## config.mk

```make
export PLATFORM = sky130hd
export DESIGN_NAME = fetch_unit
export DESIGN_NICKNAME = d
export VERILOG_FILES = /design/src/rtl/fetch_unit_pkg.sv /design/src/rtl/fetch_queue.sv /design/src/rtl/fetch_unit.sv
export SDC_FILE = /design/constraint.sdc
export NUM_CORES = 1
export LEC_CHECK = 0
export CORE_ASPECT_RATIO = 1.1
export CORE_MARGIN = 10
export CORE_UTILIZATION = 51
export CTS_CLUSTER_SIZE = 8
export DETAILED_ROUTE_END_ITERATION = 10
export MAX_ROUTING_LAYER = met4
export PLACE_DENSITY = 0.88
export SKIP_CTS_REPAIR_TIMING = 1
export SLEW_MARGIN = 20
export SYNTH_ARGS = -nofsm -noshare
export SYNTH_HDL_FRONTEND = slang
export SYNTH_SLANG_ARGS = --single-unit
export TNS_END_PERCENT = 30
```

## constraint.sdc

```tcl
create_clock -name i_clk -period 8.65 [get_ports i_clk]
set_input_delay 1.73 -clock i_clk [delete_from_list [all_inputs] [get_ports i_clk]]
set_output_delay 1.73 -clock i_clk [all_outputs]
set_load 0.005 [all_outputs]
```

## src/rtl/fetch_unit_pkg.sv

```systemverilog
// rtl/fetch_unit_pkg.sv - shared widths, PC step and queue entry type for the fetch stage
package fetch_unit_pkg;

  localparam int XLEN = 64;
  localparam int ILEN = 32;

  localparam logic [XLEN-1:0] PC_INC = 64'd4;

  typedef struct packed {
    logic [ILEN-1:0] instr;
    logic [XLEN-1:0] pc;
  } fetch_entry_t;

  // Instructions are word aligned; the low two bits of any target are dropped.
  function automatic logic [XLEN-1:0] align_pc(input logic [XLEN-1:0] pc);
    return {pc[XLEN-1:2], 2'b00};
  endfunction

endpackage

```

## src/rtl/fetch_queue.sv

```systemverilog
// rtl/fetch_queue.sv - synchronous FIFO of {instr, pc} entries, no bypass
// Ports:
//   i_clk, i_rst     clock, synchronous active-high reset
//   i_push, i_din    write i_din at the tail on the clock edge
//   i_pop            drop the head entry on the clock edge
//   i_flush          empty the queue (wins over push/pop)
//   o_count          number of stored entries (0..DEPTH)
//   o_valid, o_head  head entry and its valid flag
module fetch_queue
  import fetch_unit_pkg::*;
#(
  parameter int DEPTH = 2
) (
  input  logic                         i_clk,
  input  logic                         i_rst,
  input  logic                         i_push,
  input  fetch_entry_t                 i_din,
  input  logic                         i_pop,
  input  logic                         i_flush,
  output logic [$clog2(DEPTH+1)-1:0]   o_count,
  output logic                         o_valid,
  output fetch_entry_t                 o_head
);

  localparam int AW = $clog2(DEPTH);
  localparam int CW = $clog2(DEPTH + 1);

  fetch_entry_t    mem [DEPTH];
  logic [AW-1:0]   wr_ptr;
  logic [AW-1:0]   rd_ptr;
  logic [CW-1:0]   count;
  logic            do_push;
  logic            do_pop;

  assign do_pop  = i_pop & (count != '0);
  // A full queue only accepts a write when the head leaves in the same cycle.
  assign do_push = i_push & ((count != CW'(DEPTH)) | do_pop);

  always_ff @(posedge i_clk) begin
    if (i_rst || i_flush) begin
      wr_ptr <= '0;
      rd_ptr <= '0;
      count  <= '0;
    end else begin
      if (do_push) wr_ptr <= wr_ptr + 1'b1;
      if (do_pop)  rd_ptr <= rd_ptr + 1'b1;
      count <= count + CW'(do_push) - CW'(do_pop);
    end
  end

  // Storage needs no reset; count alone decides what is valid.
  always_ff @(posedge i_clk) begin
    if (do_push) mem[wr_ptr] <= i_din;
  end

  assign o_count = count;
  assign o_valid = (count != '0);
  assign o_head  = mem[rd_ptr];

endmodule

```

## src/rtl/fetch_unit.sv

```systemverilog
// rtl/fetch_unit.sv - RV64 instruction fetch: PC, 1-cycle imem requests, redirect and decode handshake
// Ports:
//   i_clk, i_rst                  clock, synchronous active-high reset
//   o_imem_en, o_imem_addr        word read request to instruction memory
//   i_imem_rdata                  read data, valid the cycle after o_imem_en
//   i_redirect, i_redirect_pc     flush and restart fetch at the target
//   o_valid, o_instr, o_pc        queue head presented to decode
//   i_ready                       decode accepts head when o_valid & i_ready
module fetch_unit
  import fetch_unit_pkg::*;
#(
  parameter logic [63:0] RESET_PC = 64'h0,
  parameter int          QDEPTH   = 2
) (
  input  logic             i_clk,
  input  logic             i_rst,
  output logic             o_imem_en,
  output logic [XLEN-1:0]  o_imem_addr,
  input  logic [ILEN-1:0]  i_imem_rdata,
  input  logic             i_redirect,
  input  logic [XLEN-1:0]  i_redirect_pc,
  output logic             o_valid,
  output logic [ILEN-1:0]  o_instr,
  output logic [XLEN-1:0]  o_pc,
  input  logic             i_ready
);

  localparam int CW = $clog2(QDEPTH + 1);

  logic [XLEN-1:0] pc_q;
  logic [XLEN-1:0] req_pc_q;
  logic            inflight;

  logic [CW-1:0]   q_count;
  logic            q_valid;
  fetch_entry_t    q_head;
  fetch_entry_t    q_din;

  logic            pop;
  logic            push;
  logic            issue;
  logic [CW:0]     occupancy;
  logic            unused_redirect_lo;

  assign pop  = q_valid & i_ready;
  // The response landing in a redirect cycle belongs to the old path.
  assign push = inflight & ~i_redirect;

  // Slots already promised (stored + in flight), less the one leaving now.
  // pop implies q_count >= 1, so this never underflows.
  assign occupancy = {1'b0, q_count} + (CW+1)'(inflight) - (CW+1)'(pop);
  assign issue     = ~i_rst & ~i_redirect & (occupancy < (CW+1)'(QDEPTH));

  assign o_imem_en   = issue;
  assign o_imem_addr = pc_q;

  always_ff @(posedge i_clk) begin
    if (i_rst) begin
      pc_q     <= RESET_PC;
      req_pc_q <= RESET_PC;
      inflight <= 1'b0;
    end else begin
      if (i_redirect)  pc_q <= align_pc(i_redirect_pc);
      else if (issue)  pc_q <= pc_q + PC_INC;
      if (issue)       req_pc_q <= pc_q;
      inflight <= issue;
    end
  end

  assign q_din = '{instr: i_imem_rdata, pc: req_pc_q};

  fetch_queue #(.DEPTH(QDEPTH)) u_queue (
    .i_clk   (i_clk),
    .i_rst   (i_rst),
    .i_push  (push),
    .i_din   (q_din),
    .i_pop   (pop),
    .i_flush (i_redirect),
    .o_count (q_count),
    .o_valid (q_valid),
    .o_head  (q_head)
  );

  assign o_valid = q_valid;
  assign o_instr = q_head.instr;
  assign o_pc    = q_head.pc;

  assign unused_redirect_lo = ^i_redirect_pc[1:0];

endmodule

```

# [Word level (Yosys, flattened, before mapping)]
# Memory sizes are Yosys's and may differ from the RTL's. A register that Yosys moved wholly into a read port is not among the register bits.
# Index checks and enable logic that the tools add are counted.
[totals] mem_count=1 ff_bits=133 latchBits=0 output_inout_bits=162 mem_bits_ro=0 mem_bits_rw=192
[memory_table] name="u_queue.mem" depth=2 word_bits=96 read_ports=1 rd_clocked_by_memory_dff=1 write_ports=1 line_no="fetch_queue.sv:28" source="fetch_entry_t mem [DEPTH];"
[op_classes] div_mod_pow=0 n_mul=0 bitwise=9 reduce_logical=4 add_sub_neg=7 eq_ne=1 order_cmp=1 n_mux=6 shift=0
[ops] cell="$mux W64" count=2
[ops] cell="$add A64 B3 Y64 const B" count=1
[ops] cell="$and A1 B1 Y1" count=6
[ops] cell="$mux W1" count=4
[ops] cell="$reduce_bool A2 Y1" count=2
[ops] cell="$add A2 B1 Y3" count=1
[ops] cell="$lt A3 B2 Y1 const B" count=1
[ops] cell="$sub A3 B1 Y3" count=1
[ops] cell="$add A1 B1 Y1 const B" count=2
[ops] cell="$add A2 B1 Y2" count=1
[ops] cell="$ne A2 B2 Y1 const B" count=1
[ops] cell="$not A1 Y1" count=2
[ops] cell="$reduce_or A2 Y1" count=1
[ops] cell="$sub A2 B1 Y2" count=1
[ops] cell="$logic_or A1 B1 Y1" count=1
[ops] cell="$or A1 B1 Y1" count=1

# [Longest topological paths before layout]
# Gate-level depths: netlist of run 1.
[logic_depth] depth_word=7 ltp_mapped=14 ltp_nobuf=13

# [Cells and area by module]
# From an unflattened synthesis of run 1, not the netlist that was laid out.
[hier_totals] hier_cells=1112 area_unflattened_um2=13462.9
[by_module_without_submodules] module="fetch_queue" n_inst=1 area_each_um2=7375.8 seq_area_each_um2=5865.6 cells_per_inst=325
[by_module_without_submodules] module="fetch_unit" n_inst=1 area_each_um2=6087.1 seq_area_each_um2=2502.4 cells_per_inst=787

# [Least setup slack after synthesis of run 1]
# OpenSTA, ideal clock, no wires.
[synth_timing] path_kind="input-to-reg" from="input i_redirect" to="memory u_queue.mem[0][10] (netlist bit) (enable)" n_path_buf=1 required_ns=8.091 arrival_time_ns=6.425 cell_stages=4 slack_ns=1.666 path_cell_list="inv_1 > clkbuf_1 > o311a_1 > nor2b_1"
[synth_between] elab_chain_cells=5
[synth_rtl] element="from (decl)" line_no="fetch_unit.sv:20" source="input logic i_redirect,"
[synth_rtl] element="$not A1 Y1" line_no="fetch_unit.sv:47" source="assign push = inflight & ~i_redirect;"
[synth_rtl] element="$and A1 B1 Y1" line_no="fetch_unit.sv:47"
[synth_rtl] element="$and A1 B1 Y1" line_no="fetch_queue.sv:37" source="assign do_push = i_push & ((count != CW'(DEPTH)) | do_pop);"
[synth_rtl] element="$mux W1" line_no="fetch_queue.sv:53" source="if (do_push) mem[wr_ptr] <= i_din;"
[synth_rtl] element="$mux W1 (not written as such)" line_no="fetch_queue.sv:53"
[synth_rtl] element="to (decl)" line_no="fetch_queue.sv:28"
# Every way passes these cells.

# [Worst setup path in the final report of run 1]
[layout_timing] from="input i_ready" to="output o_imem_en"
[layout_between] elab_chain_cells=4
[layout_rtl] element="from (decl)" line_no="fetch_unit.sv:25" source="input logic i_ready"
[layout_rtl] element="$and A1 B1 Y1" line_no="fetch_unit.sv:45" source="assign pop = q_valid & i_ready;"
[layout_rtl] element="$sub A3 B1 Y3" line_no="fetch_unit.sv:51" source="assign occupancy = {1'b0, q_count} + (CW+1)'(inflight) - (CW+1)'(pop);"
[layout_rtl] element="$lt A3 B2 Y1" line_no="fetch_unit.sv:52" source="assign issue = ~i_rst & ~i_redirect & (occupancy < (CW+1)'(QDEPTH));"
[layout_rtl] element="$and A1 B1 Y1" line_no="fetch_unit.sv:52"
[layout_rtl] element="to (decl)" line_no="fetch_unit.sv:17" source="output logic o_imem_en,"
# Every way passes these cells.

==> out/results.ini, run 1 <==
[synthesis]
synth.area.mux_share_pct = 8.53
synth_compound_area_share_pct = 8.18
synth-simple-area-share_pct = 13.3
synth.ff_latch_count = 318
synth_edf_count = 188
yosysUniqueCellTypes = 58
synthFlopType = edfxtp_1
ys_warn_count = 0
synthCells = 1075
async_flop_share_pct = 0
synth_xor_area_share_pct = 2.72
synth.avg_cell_area_um2 = 12.0
syn_area_um2 = 12900
synth-adder-area-share_pct = 0.544
synth_top_family_by_area = simple AND/OR/NAND/NOR gates
synth_top_area_share_pct = 43.8
ys_seq_area_share_pct = 64.1
yosysTopAreaCell = edfxtp_1
synth.area.top_cells = edfxtp_1 44%, dfxtp_1 20%, mux2_2 8.2%, nand2_1 5.0%, a21oi_1 3.6%

[floorplanning]
core_um2 = 24700
fp.dieArea_um2 = 32000
die_w_um = 171
start_util_pct = 52.1
rows = 60
die_h_um = 187
num_io_pins = 262

[outcome]
status = finished, final reports clean

[finish]
most-common-layout-cells = 253 x clkdlybuf4s50_1, 188 x edfxtp_1, 173 x nand2_1
layout_commonest_cell = clkdlybuf4s50_1
utilization_pct = 68.6
syn_to_final_growth_pct = 31.6
seqCellArea_um2 = 8250
fill_cells = 1765
final_cells = 1672
fin_nets = 1427
multi_input_area_um2 = 4320
drive_gt1_share_pct = 13.2

[critical_path]
r2r_slack_ns = 3.72
cp-start-kind = input port
worstSetupPathType = input port to output pin
r2r.worst_path.cells = 14
critical_path.cell_chain = clkdlybuf4s50_1, and2_1, ha_1, nand2b_1, fa_1, xnor2_1, nand3_4, inv_2, clkdlybuf4s50_1
crit_cells = 9
cp_slowest_stage_delay_ns = 0.54
cp_max_fo = 46
critPathArrivalTime_ns = 4.77
cp_common_cell = clkdlybuf4s50_1
path_delay_family = buffers and inverters
required_ns = 6.92
crit_buf_inv = 3
cpMaxStageDelayCell = clkdlybuf4s50_1
endpoint_kind = output pin

[routing]
drt-pass1-iter-count = 5
drc = 0
wire_per_inst_um = 21.7
ant_nets = 0
drtIter0Drc = 814
vias = 9748
finalWirelength_mm = 36.3
vias_per_cell = 5.83

[sta]
worstMarginPinSlew_ns = 0.979
setup_violations = 0
fin_crit_sh_pct = 75.1
min_period_ns = 6.50
relSlewSlack_pct = 34.8
rsz0062_at_grt = no
tns_ns = 0
final_hold_viol_count = 0
maxSlewViolCount = 0
fin_worst_skew_ns = 0.0126
fmax_mhz = 154

[placed_design]
port_buffers = 255
finalWeightedCongestion = 0.901
hpwl_mm = 23.9
placed_cells = 1585

[clock_tree]
clk_path_buf_depth = 3
numCtsBuffers = 45
htreeDepth = 2
cts_root_buffer = clkbuf_16
clk_latency_ns = 0.53
cts_tree = done
clk_pin_slew_ns = 0.05
clock-sinks = 318

[global_route]
grt_max_degree = 68
grt_use_total_pct = 22.4
grt_pass1_vias = 9803
antenna_found_initial = 5
grt_overflow = 0
grt_pass1_wl_mm = 55.2

[power]
p_per_area_nw_per_um2 = 210
finalPower_mw = 3.56
p_leak_nw = 5.82
irDropWorstVdd_v = 0.000114

[run]
drv_cap = 0

[hold_path]
hold_path.class = register to register
whs_path_depth = 0

==> cell usage after synthesis (2+ instances only) <==
cell type and instances:
nor3_1 17, dfxtp_1 130, nand4_2 2, o211ai_1 9
ha_1 4, or3_1 9, or4_4 2, a31oi_1 19
a311oi_1 3, o22ai_1 17, buf_6 2, and2_1 15
xnor2_1 18, o21ai_0 10, buf_1 4, mux2i_1 4
nor2_1 46, nand2_1 173, clkbuf_1 54, a211oi_1 11
nand4b_1 2, nor3_2 2, xor2_1 22, nor4_1 12
buf_4 4, mux2_2 94, a221oi_1 2, and4_2 4
nand4_1 20, and3_1 12, inv_1 13, nand3_1 26
nor4_4 2, edfxtp_1 188, a2bb2oi_1 2, buf_2 3
a21oi_1 93, or4_1 3, o311ai_0 3
==> cells by family after synthesis <==
logic type | count (synthesis)
simple gates | 354
flops | 318
compound gates | 177
mux | 98
buf+inv | 82
xor+xnor | 40
fa+ha+maj | 5
other cells | 1
==> registers in the layout (all words and copies together), names as in the netlist, named ones only <==
name and count:
req_pc_q 62, o_imem_addr 62, u_queue.o_count 2, inflight 1, u_queue.rd_ptr 1, u_queue.mem 188, u_queue.wr_ptr 1
==> per-stage QoR <==
step	setup WS (ns)	cell area, µm²	hold WS, ns
floorplan	1.67	12900	0.425
global route	1.98	16900	0.457
CTS	2.15	16900	0.449
detailed placement	2.12	15600	0.438
finish	2.15	16900	0.447
global placement	2.28	15600	0.429
==> area by class of cell <==
| type | instances | area share (%) |
|---|---|---|
| diodes | 5 | 0.0738 |
| clock buffers | 79 | 7.46 |
| clock inverters | 3 | 0.244 |
| inverters | 14 | 0.310 |
| multi-input cells | 678 | 25.5 |
| flip-flops and latches | 318 | 48.7 |
| well taps | 310 | 2.29 |
| repair buffers | 265 | 15.5 |
==> routing by layer <==
layer  share of wire [%]  vias to the layer above  global-route usage, %  wire [µm]
li1                    -                     4449                      -          -
met1                  40                     4692                   27.0      14500
met2                  48                      505                   35.2      17500
met3                 8.4                      102                   5.15       3040
met4                 3.5                        0                   9.94       1290
met5                   0                        -                      -          0
==> worst register-to-register path, stage by stage, from the launching register on <==
cell and delay, ns:
dfxtp_1 0.34, inv_1 0.13, nand2_1 0.11, and2_1 0.18
ha_1 0.26, nand2b_1 0.16, fa_1 0.39, xnor2_1 0.33
nand3_4 0.51, inv_2 0.23, buf_4 0.63, nand3_1 0.57
or3_1 0.53, or3_1 0.33, a31oi_1 0.15
==> where the power goes <==
| group | leakage (nW) | internal [mW] | switching [mW] |
|---|---|---|---|
| clock | 0.619 | 0.983 | 0.616 |
| sequential | 2.93 | 1.65 | 0.0525 |
| combinational | 2.27 | 0.139 | 0.127 |
==> worst paths after layout <==
check                          start            endpoint
setup / recovery             i_ready           o_imem_en
hold / removal          req_pc_q[58]  u_queue.mem[1][58]
setup reg to reg  u_queue.o_count[1]     o_imem_addr[33]
hold reg to reg         req_pc_q[58]  u_queue.mem[1][58]
No activity file was read; power rests on OpenSTA's default activity.
==> inputs of run 2 (changes only) <==
Clock period 8.65 ns to 6.28 ns, I/O delays scaled along.
==> out/results.ini, run 2 (synthesis results as in run 1) <==
[floorplanning]
fp.dieArea_um2 = 32000  ; unchanged
die_h_um = 187  ; unchanged
rows = 60  ; unchanged
num_io_pins = 262  ; unchanged
die_w_um = 171  ; unchanged
core_um2 = 24700  ; unchanged
start_util_pct = 52.1  ; unchanged

[sta]
relSlewSlack_pct = 34.7  ; about the same
fin_crit_sh_pct = 80.4
fmax_mhz = 198
worstMarginPinSlew_ns = 0.979  ; +0.000362 ns
final_hold_viol_count = 0  ; unchanged
fin_worst_skew_ns = 0.0150  ; +0.00248 ns
setup_violations = 0  ; unchanged
min_period_ns = 5.05
maxSlewViolCount = 0  ; unchanged
rsz0062_at_grt = no
tns_ns = 0  ; unchanged

[finish]
most-common-layout-cells = 253 x clkdlybuf4s50_1, 188 x edfxtp_1, 173 x nand2_1
largest_reg_flops = 188  ; unchanged
fin_nets = 1427  ; unchanged
multi_input_area_um2 = 4320  ; unchanged
seqCellArea_um2 = 8250  ; unchanged
regMostFlops = u_queue.mem
fill_cells = 1763  ; -0.11%
syn_to_final_growth_pct = 32.0
layout_commonest_cell = clkdlybuf4s50_1
drive_gt1_share_pct = 13.2  ; about the same

[placed_design]
hpwl_mm = 23.8  ; -0.28%
port_buffers = 255  ; unchanged
finalWeightedCongestion = 0.924  ; +2.5%

[power]
finalPower_mw = 4.95  ; +39%
irDropWorstVdd_v = 0.000188  ; +65%
p_per_area_nw_per_um2 = 291  ; +38%
p_leak_nw = 5.83  ; +0.30%

[critical_path]
crit_buf_inv = 3  ; unchanged
r2r_end = o_imem_addr[15]
cpMaxStageDelayCell = clkdlybuf4s50_1
cp-start-kind = input port
cp_slowest_stage_delay_ns = 0.54  ; about the same
critPathArrivalTime_ns = 3.79  ; -0.98 ns
worstSetupPathType = input port to output pin
timing.rr.start = u_queue.o_count[1]
critical_path.cell_chain = clkdlybuf4s50_1, and2_1, ha_1, nand2b_1, fa_1, xnor2_1, nand3_4, inv_2, clkdlybuf4s50_1
r2r_slack_ns = 2.50  ; -1.22 ns
r2r.worst_path.cells = 13  ; -1
cp_max_fo = 3  ; -93%
cp_common_cell = clkdlybuf4s50_1
path_delay_family = buffers and inverters
required_ns = 5.02  ; -1.90 ns
endpoint_kind = output pin

[global_route]
grt_use_total_pct = 22.6  ; +0.17 points
grt_overflow = 0  ; unchanged
grt_pass1_wl_mm = 55.4  ; +0.41%
grt_max_degree = 71  ; +4.4%
grt_pass1_vias = 9646  ; -1.6%
antenna_found_initial = 5  ; unchanged

[clock_tree]
htreeDepth = 2  ; unchanged
clk_latency_ns = 0.53  ; about the same
clk_path_buf_depth = 3  ; unchanged
clock-sinks = 318  ; unchanged
clk_pin_slew_ns = 0.05  ; about the same
numCtsBuffers = 45  ; unchanged
cts_tree = done
cts_root_buffer = clkbuf_16

[hold_path]
hp-start = req_pc_q[30]
whs_endpoint = u_queue.mem[0][30]
hold_path.class = register to register
whs_path_depth = 0  ; unchanged

[routing]
vias_per_cell = 5.73  ; -1.7%
ant_nets = 0  ; unchanged
drtIter0Drc = 974  ; +20%
drt-pass1-iter-count = 6  ; +1
drc = 0  ; unchanged
vias = 9590  ; -1.6%
finalWirelength_mm = 36.4  ; +0.37%
wire_per_inst_um = 21.7  ; +0.25%

[outcome]
status = finished, final reports clean

[run]
drv_cap = 0  ; unchanged

==> run 2: changes by cell type in the layout (fill, tap and decap cells not counted), sizes merged <==
cell | before | now
clkbuf | 79 | 81
clkinv | 3 | 2
diode | 5 | 6
==> run 2: layout make-up <==
type | count | area share [%]
diodes | 6 | 0.0883
clock buffers | 81 | 7.60
clock inverters | 2 | 0.213
inverters | 14 | 0.309
multi-input cells | 678 | 25.4
flip-flops and latches | 318 | 48.5
well taps | 310 | 2.28
repair buffers | 265 | 15.6
==> run 2: worst max path at each step <==
| stage | depth (start not counted) | startpoint | slack (ns) | endpoint |
|---|---|---|---|---|
| after CTS | 9 | i_ready | 1.23 | o_imem_en |
| after global placement | 9 | i_ready | 1.33 | o_imem_en |
| after global routing | 9 | i_ready | 1.15 | o_imem_en |
| final | 9 | i_ready | 1.23 | o_imem_en |
| after floorplan | 4 | i_redirect | 1.57 | u_queue.mem[0][10] |
| after detailed placement | 9 | i_ready | 1.24 | o_imem_en |
==> run 2: power breakdown <==
part           total [mW]  internal [mW]  switching, mW
registers            2.34           2.27         0.0737
clock network        2.24           1.38          0.857
logic               0.368          0.194          0.174
==> run 2: worst reg2reg max path, cell delays in order (launching register included) <==
cell and delay (ns):
dfxtp_1 0.34, inv_1 0.12, nand2_1 0.11, and2_1 0.18, ha_1 0.27, nand2b_1 0.16, fa_1 0.39, xnor2_1 0.32
nand3_4 0.11, inv_2 0.13, buf_4 0.64, nand2_1 0.38, or3_1 0.39, a31oi_1 0.16
==> run 2: routing by layer <==
metal | GRT usage (%) | wire (µm)
met5 | - | 0
met4 | 8.74 | 1300
met3 | 4.77 | 3020
met2 | 36.1 | 17700
met1 | 27.5 | 14300
==> run 2: per-stage QoR <==
stage	util (%)	setup WS [ns]	std cells	hold WS, ns	instance area (µm²)
detailed placement	63.3	1.24	1584	0.436	15600
finish	68.8	1.23	1674	0.446	17000
global placement	63.3	1.33	1584	0.429	15600
global route	68.8	1.15	1673	0.456	17000
floorplan	-	1.57	1078	0.425	12900
CTS	68.7	1.23	1667	0.447	17000
==> inputs of run 3 (changes only) <==
Settings changed: CORE_UTILIZATION 51 to 46, PLACE_DENSITY 0.88 to 0.85.
Clock period 6.28 ns to 4.1 ns, I/O delays scaled along.
==> out/results.ini, run 3 (synthesis results as in run 1) <==
[clock_tree]
clock-sinks = 318  ; unchanged
htreeDepth = 2  ; unchanged
cts_root_buffer = clkbuf_16
cts_tree = done
clk_latency_ns = 0.54  ; about the same
clk_pin_slew_ns = 0.05  ; about the same
clk_path_buf_depth = 3  ; unchanged
numCtsBuffers = 45  ; unchanged

[sta]
worstMarginPinSlew_ns = 0.748  ; -0.231 ns
min_period_ns = 4.00
tns_ns = 0  ; unchanged
final_hold_viol_count = 0  ; unchanged
holdWs_ns = 0.449  ; +0.00274 ns
setup_slack_ns = 0.105  ; -1.13 ns
relSlewSlack_pct = 50.2  ; +15 points
fmax_mhz = 250
setup_violations = 0  ; unchanged
rsz0062_at_grt = no
fin_crit_sh_pct = 97.4
maxSlewViolCount = 0  ; unchanged
fin_worst_skew_ns = 0.0163  ; +0.00127 ns

[routing]
vias_per_cell = 5.55  ; -3.2%
vias = 9613  ; +0.24%
drc = 0  ; unchanged
drt-pass1-iter-count = 5  ; -1
wire_per_inst_um = 21.0  ; -3.5%
ant_nets = 0  ; unchanged
finalWirelength_mm = 36.4  ; about the same
drtIter0Drc = 961  ; -1.3%

[power]
p_clk_share_pct = 44.9  ; -0.4 points
irDropWorstVdd_v = 0.000303  ; +61%
p_leak_nw = 5.87  ; +0.56%
p_seq_share_pct = 47.5  ; +0.2 points
switching_share_pct = 22.4  ; +0.11 points
p_per_area_nw_per_um2 = 441  ; +51%
p_comb_share_pct = 7.7  ; +0.3 points
p_int_mw = 5.85  ; +52%
power.switching_mw = 1.69  ; +53%

[finish]
largest_reg_flops = 188  ; unchanged
fin_nets = 1436  ; +0.63%
final_cells = 1733  ; +3.5%
drive_gt1_share_pct = 13.9  ; +0.74 points
regMostFlops = u_queue.mem
layout_commonest_cell = clkdlybuf4s50_1
most-common-layout-cells = 253 x clkdlybuf4s50_1, 188 x edfxtp_1, 173 x nand2_1
syn_to_final_growth_pct = 33.0
utilization_pct = 61.8  ; -7.0 points

[global_route]
grt_pass1_vias = 9785  ; +1.4%
grt_pass1_wl_mm = 55.7  ; +0.62%
grt_use_total_pct = 20.2  ; -2.4 points
grt_max_degree = 72  ; +1.4%
grt_overflow = 0  ; unchanged
antenna_found_initial = 5  ; unchanged

[floorplanning]
num_io_pins = 262  ; unchanged
die_w_um = 180  ; +4.7%
start_util_pct = 46.5  ; -5.7 points
core_um2 = 27700  ; +12%
fp.dieArea_um2 = 35100  ; +9.6%
rows = 64  ; +6.7%
die_h_um = 195  ; +4.7%

[critical_path]
cp_max_fo = 3  ; unchanged
cp-startpoint = i_ready
cp-start-kind = input port
timing.rr.start = u_queue.o_count[1]
endpoint_kind = output pin
endpoint = o_imem_en
required_ns = 3.28  ; -1.74 ns
r2r_slack_ns = 0.76  ; -1.74 ns
worstSetupPathType = input port to output pin
r2r.worst_path.cells = 12  ; -1
r2r_end = req_pc_q[36]
critPathArrivalTime_ns = 3.18  ; -0.61 ns

[placed_design]
hpwl_mm = 24.6  ; +3.5%
finalWeightedCongestion = 0.876  ; -5.2%
dp_worst_setup_slack_ns = 0.0195  ; -1.22 ns
port_buffers = 255  ; unchanged
placed_cells = 1647  ; +4.0%

[hold_path]
hold_path.class = register to register

[outcome]
status = finished, final reports clean

[run]
drv_cap = 0  ; unchanged

## run 3: worst min path at each step
stage	from	end	slack (ns)	cells after the start
floorplan	req_pc_q[10]	u_queue.mem[0][10]	0.43	0
global placement	req_pc_q[5]	u_queue.mem[0][5]	0.43	0
detailed placement	req_pc_q[21]	u_queue.mem[0][21]	0.44	0
CTS	req_pc_q[21]	u_queue.mem[0][21]	0.45	0
global route	req_pc_q[5]	u_queue.mem[1][5]	0.46	0
finish	req_pc_q[52]	u_queue.mem[1][52]	0.45	0
## run 3: cell type report
| cell class | instances | area, µm² |
|---|---|---|
| timing repair buffer | 274 | 2730 |
| multi-input combinational | 678 | 4330 |
| inverter | 14 | 52.6 |
| fill | 2124 | 10600 |
| sequential | 318 | 8250 |
| antenna | 5 | 12.5 |
| clock buffer | 78 | 1260 |
| clock inverter | 3 | 37.5 |
| tap | 363 | 454 |
## run 3: critical path, stage by stage
cell and delay [ns]:
clkdlybuf4s50_1 0.45, and2_1 0.16, ha_1 0.26, nand2b_1 0.16
fa_2 0.36, xnor2_2 0.23, nand3_4 0.10, inv_2 0.10
clkdlybuf4s50_1 0.53
## run 3: power by group through the flow
| stage | logic, mW | registers, mW | clock network (mW) |
|---|---|---|---|
| floorplan | 0.247 | 3.60 | 0 |
| detailed placement | 0.573 | 3.64 | 0 |
| CTS | 0.579 | 3.58 | 3.42 |
| global route | 0.619 | 3.59 | 3.57 |
| finish | 0.577 | 3.58 | 3.38 |
| global placement | 0.561 | 3.63 | 0 |
## run 3: routing by layer
layer	vias to the layer above	routed length [µm]	global-route usage (%)
li1	4458	-	-
met1	4686	15100	24.7
met2	402	17900	32.6
met3	67	2410	3.68
met4	0	1010	8.18
met5	-	0	-
## run 3: metrics by stage
| stage | power, mW | area (µm²) |
|---|---|---|
| 6_report | 7.54 | 17100 |
| 4_1_cts | 7.58 | 17100 |
| 3_3_place_gp | 4.19 | 15800 |
| 3_5_place_dp | 4.21 | 15800 |
| 2_1_floorplan | 3.85 | 12900 |
| 5_1_grt | 7.78 | 17100 |
